$ cat src/rtl/fetch_decode_queue_pkg.sv
// rtl/fetch_decode_queue_pkg.sv - shared widths and entry layout for the fetch/decode queue
package fetch_decode_queue_pkg;

  // Default configuration of the queue
  localparam int FDQ_WORD_SIZE = 32;
  localparam int FDQ_DEPTH     = 4;

  // Entry layout: {rm0, instruction}; instruction in the low word, rm0 in the high word
  localparam int FETCH_ENTRY_W = 2 * FDQ_WORD_SIZE;
  localparam int INSTR_OFFSET  = 0;
  localparam int RM0_OFFSET    = FDQ_WORD_SIZE;
  localparam int QUEUE_PTR_W   = $clog2(FDQ_DEPTH);

  // Helpers so a re-parameterised queue derives the same layout
  function automatic int fetch_entry_w(input int word_size);
    return 2 * word_size;
  endfunction

  function automatic int rm0_offset(input int word_size);
    return word_size;
  endfunction

  function automatic int queue_ptr_w(input int depth);
    return $clog2(depth);
  endfunction

endpackage

$ cat src/rtl/fetch_decode_queue_mem.sv
// rtl/fetch_decode_queue_mem.sv - register array with one write port and a combinational read port
module fifo_mem #(
  parameter int DEPTH   = 4,
  parameter int ENTRY_W = 64,
  parameter int PTR_W   = 2
) (
  input  logic               clk,
  input  logic               reset,
  input  logic               wr_en_i,
  input  logic [PTR_W-1:0]   wr_addr_i,
  input  logic [ENTRY_W-1:0] wr_data_i,
  input  logic [PTR_W-1:0]   rd_addr_i,
  output logic [ENTRY_W-1:0] rd_data_o
);

  logic [ENTRY_W-1:0] mem_q [DEPTH];

  // Storage is cleared on reset so the read port never returns X
  always_ff @(posedge clk) begin
    if (reset) begin
      for (int i = 0; i < DEPTH; i++) begin
        mem_q[i] <= '0;
      end
    end else if (wr_en_i) begin
      mem_q[wr_addr_i] <= wr_data_i;
    end
  end

  // First-word fall-through read of the addressed entry
  always_comb begin
    rd_data_o = mem_q[rd_addr_i];
  end

endmodule

$ cat src/rtl/fetch_decode_queue.sv
// rtl/fetch_decode_queue.sv - buffers fetched (rm0, instruction) pairs for decode with stall and flush
module fetch_decode_queue
  import fetch_decode_queue_pkg::*;
#(
  parameter int WORD_SIZE = FDQ_WORD_SIZE,
  parameter int DEPTH     = FDQ_DEPTH
) (
  input  logic                               clk,
  input  logic                               reset,
  input  logic                               active_in,
  input  logic [WORD_SIZE-1:0]               rm0_in,
  input  logic [WORD_SIZE-1:0]               instruction_in,
  output logic                               stall_out,
  input  logic                               flush,
  input  logic                               decode_ready,
  output logic                               decode_valid,
  output logic [WORD_SIZE-1:0]               rm0_out,
  output logic [WORD_SIZE-1:0]               instruction_out,
  output logic [queue_ptr_w(DEPTH):0]        count_out,
  output logic                               overflow_out
);

  localparam int ENTRY_W = fetch_entry_w(WORD_SIZE);
  localparam int RM0_LSB = rm0_offset(WORD_SIZE);
  localparam int PTR_W   = queue_ptr_w(DEPTH);
  localparam int CNT_W   = PTR_W + 1;
  localparam logic [CNT_W-1:0] FULL_COUNT = CNT_W'(DEPTH);

  logic [PTR_W-1:0]   wr_ptr_q, wr_ptr_d;
  logic [PTR_W-1:0]   rd_ptr_q, rd_ptr_d;
  logic [CNT_W-1:0]   count_q, count_d;
  logic               overflow_q, overflow_d;

  logic               full;
  logic               enq;
  logic               deq;
  logic [ENTRY_W-1:0] wr_entry;
  logic [ENTRY_W-1:0] head_entry;

  // Status decoded from the registered occupancy only
  always_comb begin
    full         = (count_q == FULL_COUNT);
    stall_out    = full;
    decode_valid = (count_q != '0);
    count_out    = count_q;
    overflow_out = overflow_q;
  end

  // Handshake qualification; a flush cancels both sides of the transfer
  always_comb begin
    enq      = active_in && !full && !flush;
    deq      = decode_valid && decode_ready && !flush;
    wr_entry = '0;
    wr_entry[RM0_LSB +: WORD_SIZE]      = rm0_in;
    wr_entry[INSTR_OFFSET +: WORD_SIZE] = instruction_in;
  end

  // Next-state for pointers, occupancy and the sticky overflow flag
  always_comb begin
    wr_ptr_d   = wr_ptr_q;
    rd_ptr_d   = rd_ptr_q;
    count_d    = count_q;
    overflow_d = overflow_q | (active_in && full);
    if (flush) begin
      wr_ptr_d = '0;
      rd_ptr_d = '0;
      count_d  = '0;
    end else begin
      if (enq) begin
        wr_ptr_d = wr_ptr_q + PTR_W'(1);
      end
      if (deq) begin
        rd_ptr_d = rd_ptr_q + PTR_W'(1);
      end
      case ({enq, deq})
        2'b10:   count_d = count_q + CNT_W'(1);
        2'b01:   count_d = count_q - CNT_W'(1);
        default: count_d = count_q;
      endcase
    end
  end

  // State registers; reset overrides flush and abandons every entry
  always_ff @(posedge clk) begin
    if (reset) begin
      wr_ptr_q   <= '0;
      rd_ptr_q   <= '0;
      count_q    <= '0;
      overflow_q <= 1'b0;
    end else begin
      wr_ptr_q   <= wr_ptr_d;
      rd_ptr_q   <= rd_ptr_d;
      count_q    <= count_d;
      overflow_q <= overflow_d;
    end
  end

  fifo_mem #(
    .DEPTH   (DEPTH),
    .ENTRY_W (ENTRY_W),
    .PTR_W   (PTR_W)
  ) u_mem (
    .clk       (clk),
    .reset     (reset),
    .wr_en_i   (enq),
    .wr_addr_i (wr_ptr_q),
    .wr_data_i (wr_entry),
    .rd_addr_i (rd_ptr_q),
    .rd_data_o (head_entry)
  );

  // Head entry is shown only while valid so an empty queue reads as zero
  always_comb begin
    rm0_out         = '0;
    instruction_out = '0;
    if (decode_valid) begin
      rm0_out         = head_entry[RM0_LSB +: WORD_SIZE];
      instruction_out = head_entry[INSTR_OFFSET +: WORD_SIZE];
    end
  end

endmodule

$ cat config.mk
export PLATFORM = sky130hd
export DESIGN_NAME = fetch_decode_queue
export DESIGN_NICKNAME = d
export VERILOG_FILES = /design/src/rtl/fetch_decode_queue_pkg.sv /design/src/rtl/fetch_decode_queue_mem.sv /design/src/rtl/fetch_decode_queue.sv
export SDC_FILE = /design/constraint.sdc
export NUM_CORES = 1
export LEC_CHECK = 0
export CAP_MARGIN = 5
export CELL_PAD_IN_SITES_DETAIL_PLACEMENT = 1
export CELL_PAD_IN_SITES_GLOBAL_PLACEMENT = 1
export CORE_MARGIN = 5
export CORE_UTILIZATION = 47
export CTS_CLUSTER_SIZE = 16
export DETAILED_ROUTE_END_ITERATION = 6
export PLACE_DENSITY = 0.76
export SYNTH_ARGS = -nofsm -noshare
export SYNTH_HDL_FRONTEND = slang
export SYNTH_HIERARCHICAL = 1
export SYNTH_SLANG_ARGS = --single-unit
$ cat constraint.sdc
create_clock -name clk -period 6.1 [get_ports clk]
set_input_delay 0.61 -clock clk [delete_from_list [all_inputs] [get_ports clk]]
set_output_delay 0.61 -clock clk [all_outputs]
set_load 0.03 [all_outputs]
Word level (Yosys, flattened, before mapping)
Memory sizes are Yosys's and may differ from the RTL's. A register that Yosys moved wholly into a read port is not among the register bits.
Index checks and enable logic that the tools add are counted.
Operators by class
  $mul: 0
  equality and inequality tests: 3
  order comparisons: 0
  bitwise gates (word level): 1
  $add $sub $neg: 4
  reductions and logical operators: 11
  divide/modulo/power cells: 0
  shift operators: 0
  mux-type cells: 13
Operators by type and width (number)
  2-to-1 mux 32 bit: 2
  2-to-1 mux 64 bit: 1
  OR reduction 64 bit: 1
  2-to-1 mux 1 bit: 6
  2-to-1 mux 2 bit: 3
  one-hot mux 3 bit (2 select lines): 1
  logical AND 1 bit: 5
  adder 2 x 1 -> 2 bit, second input constant: 2
  adder 3 x 1 -> 3 bit, second input constant: 1
  == test 3 bit, second input constant: 1
  nonzero test 3 bit: 1
  subtractor 3 x 1 -> 3 bit, second input constant: 1
  == test 2 x 1 -> 1 bit, second input constant: 1
  == test 2 bit, second input constant: 1
  logical NOT 1 bit: 2
  nonzero test 2 bit: 1
  OR reduction 2 bit: 1
  OR 1 bit: 1
Storage, ports and cells
  memories: 1
  bits in read-only memories: 0
  logic and storage cells: 37
  latch bits: 0
  bits of input ports: 69
  memory bits (writable): 256
  flip-flop bits (word level): 8
  output and inout bits: 70
Memory list
  u_mem.mem_q: words 4, bits a word 64, rd ports 1, clocked after memory_dff 1, write ports 4, RTL line fetch_decode_queue_mem.sv:16  | logic [ENTRY_W-1:0] mem_q [DEPTH];

Logic depth before layout (Yosys ltp)
  word-level depth: 9
  mapped depth: 9
  depth with buffers taken out: 9

Hierarchy
Netlist, hierarchy kept.
By module, submodules not included
  fifo_mem: sequential area each 7687.4 µm², area an instance 11074.4 µm², times used 1, cells an instance 627
  fetch_decode_queue: sequential area each 160.2 µm², area an instance 868.3 µm², times used 1, cells an instance 116

Least setup slack after synthesis
Ideal clock, no wire load.
  path kind: register -> register
  start: reg count_q[0] (netlist: count_out[0])
  end: mem u_mem.mem_q[0][0] (enable)
  cell stages (with the launch flop): 5
  arrival time: 4.325 ns
  clock period less this slack: 4.824 ns
  data required time: 5.601 ns
  library setup time: 0.499 ns
  setup slack: 1.276 ns
  buffers on the path: 0
  path through: dfxtp_1 -> nor3b_2 -> nor3b_2 -> nand2b_1 -> o21bai_1
RTL lines
  start: declaration: RTL line fetch_decode_queue.sv:31  | logic [CNT_W-1:0] count_q, count_d;
  start signal: assignment: RTL line fetch_decode_queue.sv:93  | count_q <= count_d;
  end: declaration: RTL line fetch_decode_queue_mem.sv:16

==> key figures <==
STA
  – Crit share post-route: between 60% and 70%
  – Max Clock Freq: 246 MHz
  – Slew HR: 17.4%
  – Max-slew violations: 0
  – Worst-Margin Slew: ~1.2 ns
  – RSZ-0062 raised after global routing: no
  – Final hold vios: 0
  – Setup Viol. Count Final: 0
  – Min Tclk post-route: 4.06 ns
  – Sum Neg Setup Slack: 0 ns
  – Worst Clk Skew: between 0.01 and 0.015 ns

Finish
  – Share of layout cells above drive strength 1: ~17%
  – Post-Layout Cell Count: 1,221
  – Commonest non-fill, non-tap cell in the layout: and2_1
  – Most frequent cells in the layout: and2_1, edfxtp_1, clkdlybuf4s50_1, mux4_2, clkbuf_16
  – Fin nets: approximately 940
  – Final Core Density: a little under three fifths
  – Area growth, synth to finish: 20.9%
  – Final Instance Area: between 0.01 and 0.015 sq mm

Power
  – Total Power: approximately 4000 uW
  – Peak supply drop: approximately 0.00016 V
  – Pwr/cell area: roughly 270 mW/mm^2
  – Leakage: roughly 0.005 uW

Clocking
  – CTS tree: yes
  – Setup Buffers After CTS: 0
  – CTS Sinks: 264
  – Skew-Pair Late Insertion Delay: roughly 0.53 ns
  – H-tree Lvls: 1
  – Clk buf depth: 3
  – Clk slew on worst S/H paths: around 0.060 ns
  – Root buf cell: clkbuf_16
  – Total CTS buffers: 27
  – Post-CTS Hold Buffers: 0
  – Post_cts resized: 0

Setup path
  – R2R Setup Slk: roughly 2.9 ns
  – CP max stage delay: 1.02 ns
  – R2R Path End: u_mem/mem_q[0][49]
  – Worst r2r src: count_out[1]
  – Worst-path maximum fanout: between 40 and 50
  – Worst Setup End Kind: primary output
  – Worst setup SP type: flop
  – Worst setup path class: reg2out
  – R2R cell count: 5
  – Critical-path top delay cell: dfxtp_4
  – Worst EP arrival: around 3.5 ns
  – Crit path cell chain: buf_4, mux4_2, and2_1, clkdlybuf4s50_1
  – CP required: between 5 and 6 ns

Global routing
  – Initial antenna violation count: 2
  – First-pass GRT wire length: 42,800 microns
  – Largest net degree at the start of global routing: 66
  – Vias in the first global route: between 7,000 and 8,000
  – Total GRT Usage: 19.2%
  – Grt total ovfl: 0

Floorplan
  – Horiz. Die Dim: 169 microns
  – Die height: roughly 170 microns
  – Die area: about 0.029 sq mm
  – Initial Utilization: a little under half
  – # IOs: 139
  – Row cnt: 58
  – Core region area: roughly 0.025 sq mm

Synth
  – Top_reg_cell synth: edfxtp_1
  – Largest area contributor in the synthesized netlist: edfxtp_1
  – Synth area leaders: edfxtp_1, and2_1, mux4_2
  – Distinct cells, synth: 31
  – Post-synth EDFFs: 256
  – Gate Count Post-Synth: 743
  – Async SR Flop Fraction: 0%
  – Synth Net Count: approximately 810
  – Synth top area share: between 60% and 70%
  – Syn. warnings: 6
  – Sequential share of the synthesized area: about 66%
  – Mapped Area: between 0.01 and 0.015 sq mm
  – Syn Area/Cell: about 16 sq um
  – #FFs+latches synth: roughly 260

Worst hold path
  – Worst Hold Class: reg2reg
  – Worst min-delay path startpoint: overflow_out
  – Hold Crit Depth: 2
  – Hold EP: overflow_out

Drt
  – Post-DRT Antenna Nets: 0
  – First drt pass iteration count: 5
  – Vias per Instance: 5.32
  – Overall via count from detail_route: 6,492
  – Post-route DRC: 0
  – Avg WL per Cell: approximately 23 microns
  – WL final: between 20,000 and 30,000 microns
  – Initial drt markers: approximately 380

Placed design
  – Dpl hpwl: roughly 16,000 microns
  – Placed cells: 1,172
  – Placed cell area: approximately 0.014 sq mm
  – Routability-driven placement congestion ratio: approximately 0.74
  – Port bufs: about 140

Outcome
  – Status: finished clean

Run
  – Total of max-cap violations: 0
cell type report:
| class | count | area [sq um] |
|---|---|---|
| well taps | 330 | 413 |
| multi-input cells | 425 | 3820 |
| repair buffers | 149 | 1480 |
| diodes | 1 | 2.50 |
| flip-flops and latches | 264 | 7860 |
| fillers | 2379 | 10700 |
| inverters | 5 | 18.8 |
| clock buffers | 34 | 712 |
| clock inverters | 13 | 138 |
worst max-delay path, delay by kind of cell, from the launching register on:
family / cells / cell delay, ns
AND/OR/NAND/NOR: 1 / 0.20
flip-flops: 1 / 1.02
multiplexers: 1 / 0.56
buffers and inverters: 2 / 1.11
state kept, by name (all words and copies together) (netlist names):
signal and cells:
wr_ptr_q 2, count_out 3, overflow_out 1, rd_ptr_q 2, u_mem/mem_q 256
Yosys cell counts, drive strengths merged, types with 2 or more instances:
cell type  count
dfxtp          8
mux4          64
and4bb         2
inv            5
a21oi          4
edfxtp       256
nor3b          2
buf           22
a31o           2
o21bai         2
nand2          2
or3            4
and2         320
xor2           4
nor2           8
clkbuf        27
o21ai          2
stage by stage:
step	hold WS [ns]	setup WS (ns)
6_report	0.503	2.04
5_1_grt	0.543	1.82
4_1_cts	0.512	1.91
3_5_place_dp	0.489	2.33
3_3_place_gp	0.464	2.40
2_1_floorplan	0.478	1.28
kinds of logic (layout without fill, tap and decap cells):
logic type	Yosys count	count (layout)	synth area share, %
other	0	1	0
xor gates and xnor gates	4	4	0.293
and+or+nand+nor	342	342	18.3
muxes	65	65	12.2
buffers and inverters	54	201	2.61
DFF	264	264	65.7
AOI/OAI and AO/OA	12	12	0.660
adders and majority gates	2	2	0.272
power breakdown:
| part | total (uW) | leakage [uW] | internal, uW | switching (uW) |
|---|---|---|---|---|
| logic | 263 | 0.00199 | 123 | 139 |
| clock network | 1590 | 0.000415 | 946 | 647 |
| registers | 2100 | 0.00273 | 2070 | 27.2 |
| total | 3960 | 0.00513 | 3140 | 813 |
per-layer routing:
metal	part of all wire (%)	global-route usage (%)	vias up
met5	0.047	0	-
met4	1.4	4.48	2
met3	4.4	2.91	31
met2	52	34.9	144
met1	42	24.6	3360
li1	-	-	2955
worst max-delay path by stage:
stage / start / endpoint / cells past startpoint
floorplan: count_out[0] / u_mem/mem_q[0][0] / 4
global placement: flush / u_mem/mem_q[0][34] / 5
detailed placement: flush / u_mem/mem_q[0][34] / 5
CTS: rd_ptr_q[0] / rm0_out[19] / 4
global route: rd_ptr_q[0] / rm0_out[19] / 4
finish: rd_ptr_q[0] / rm0_out[19] / 4
(Power assumes the default switching activity.)
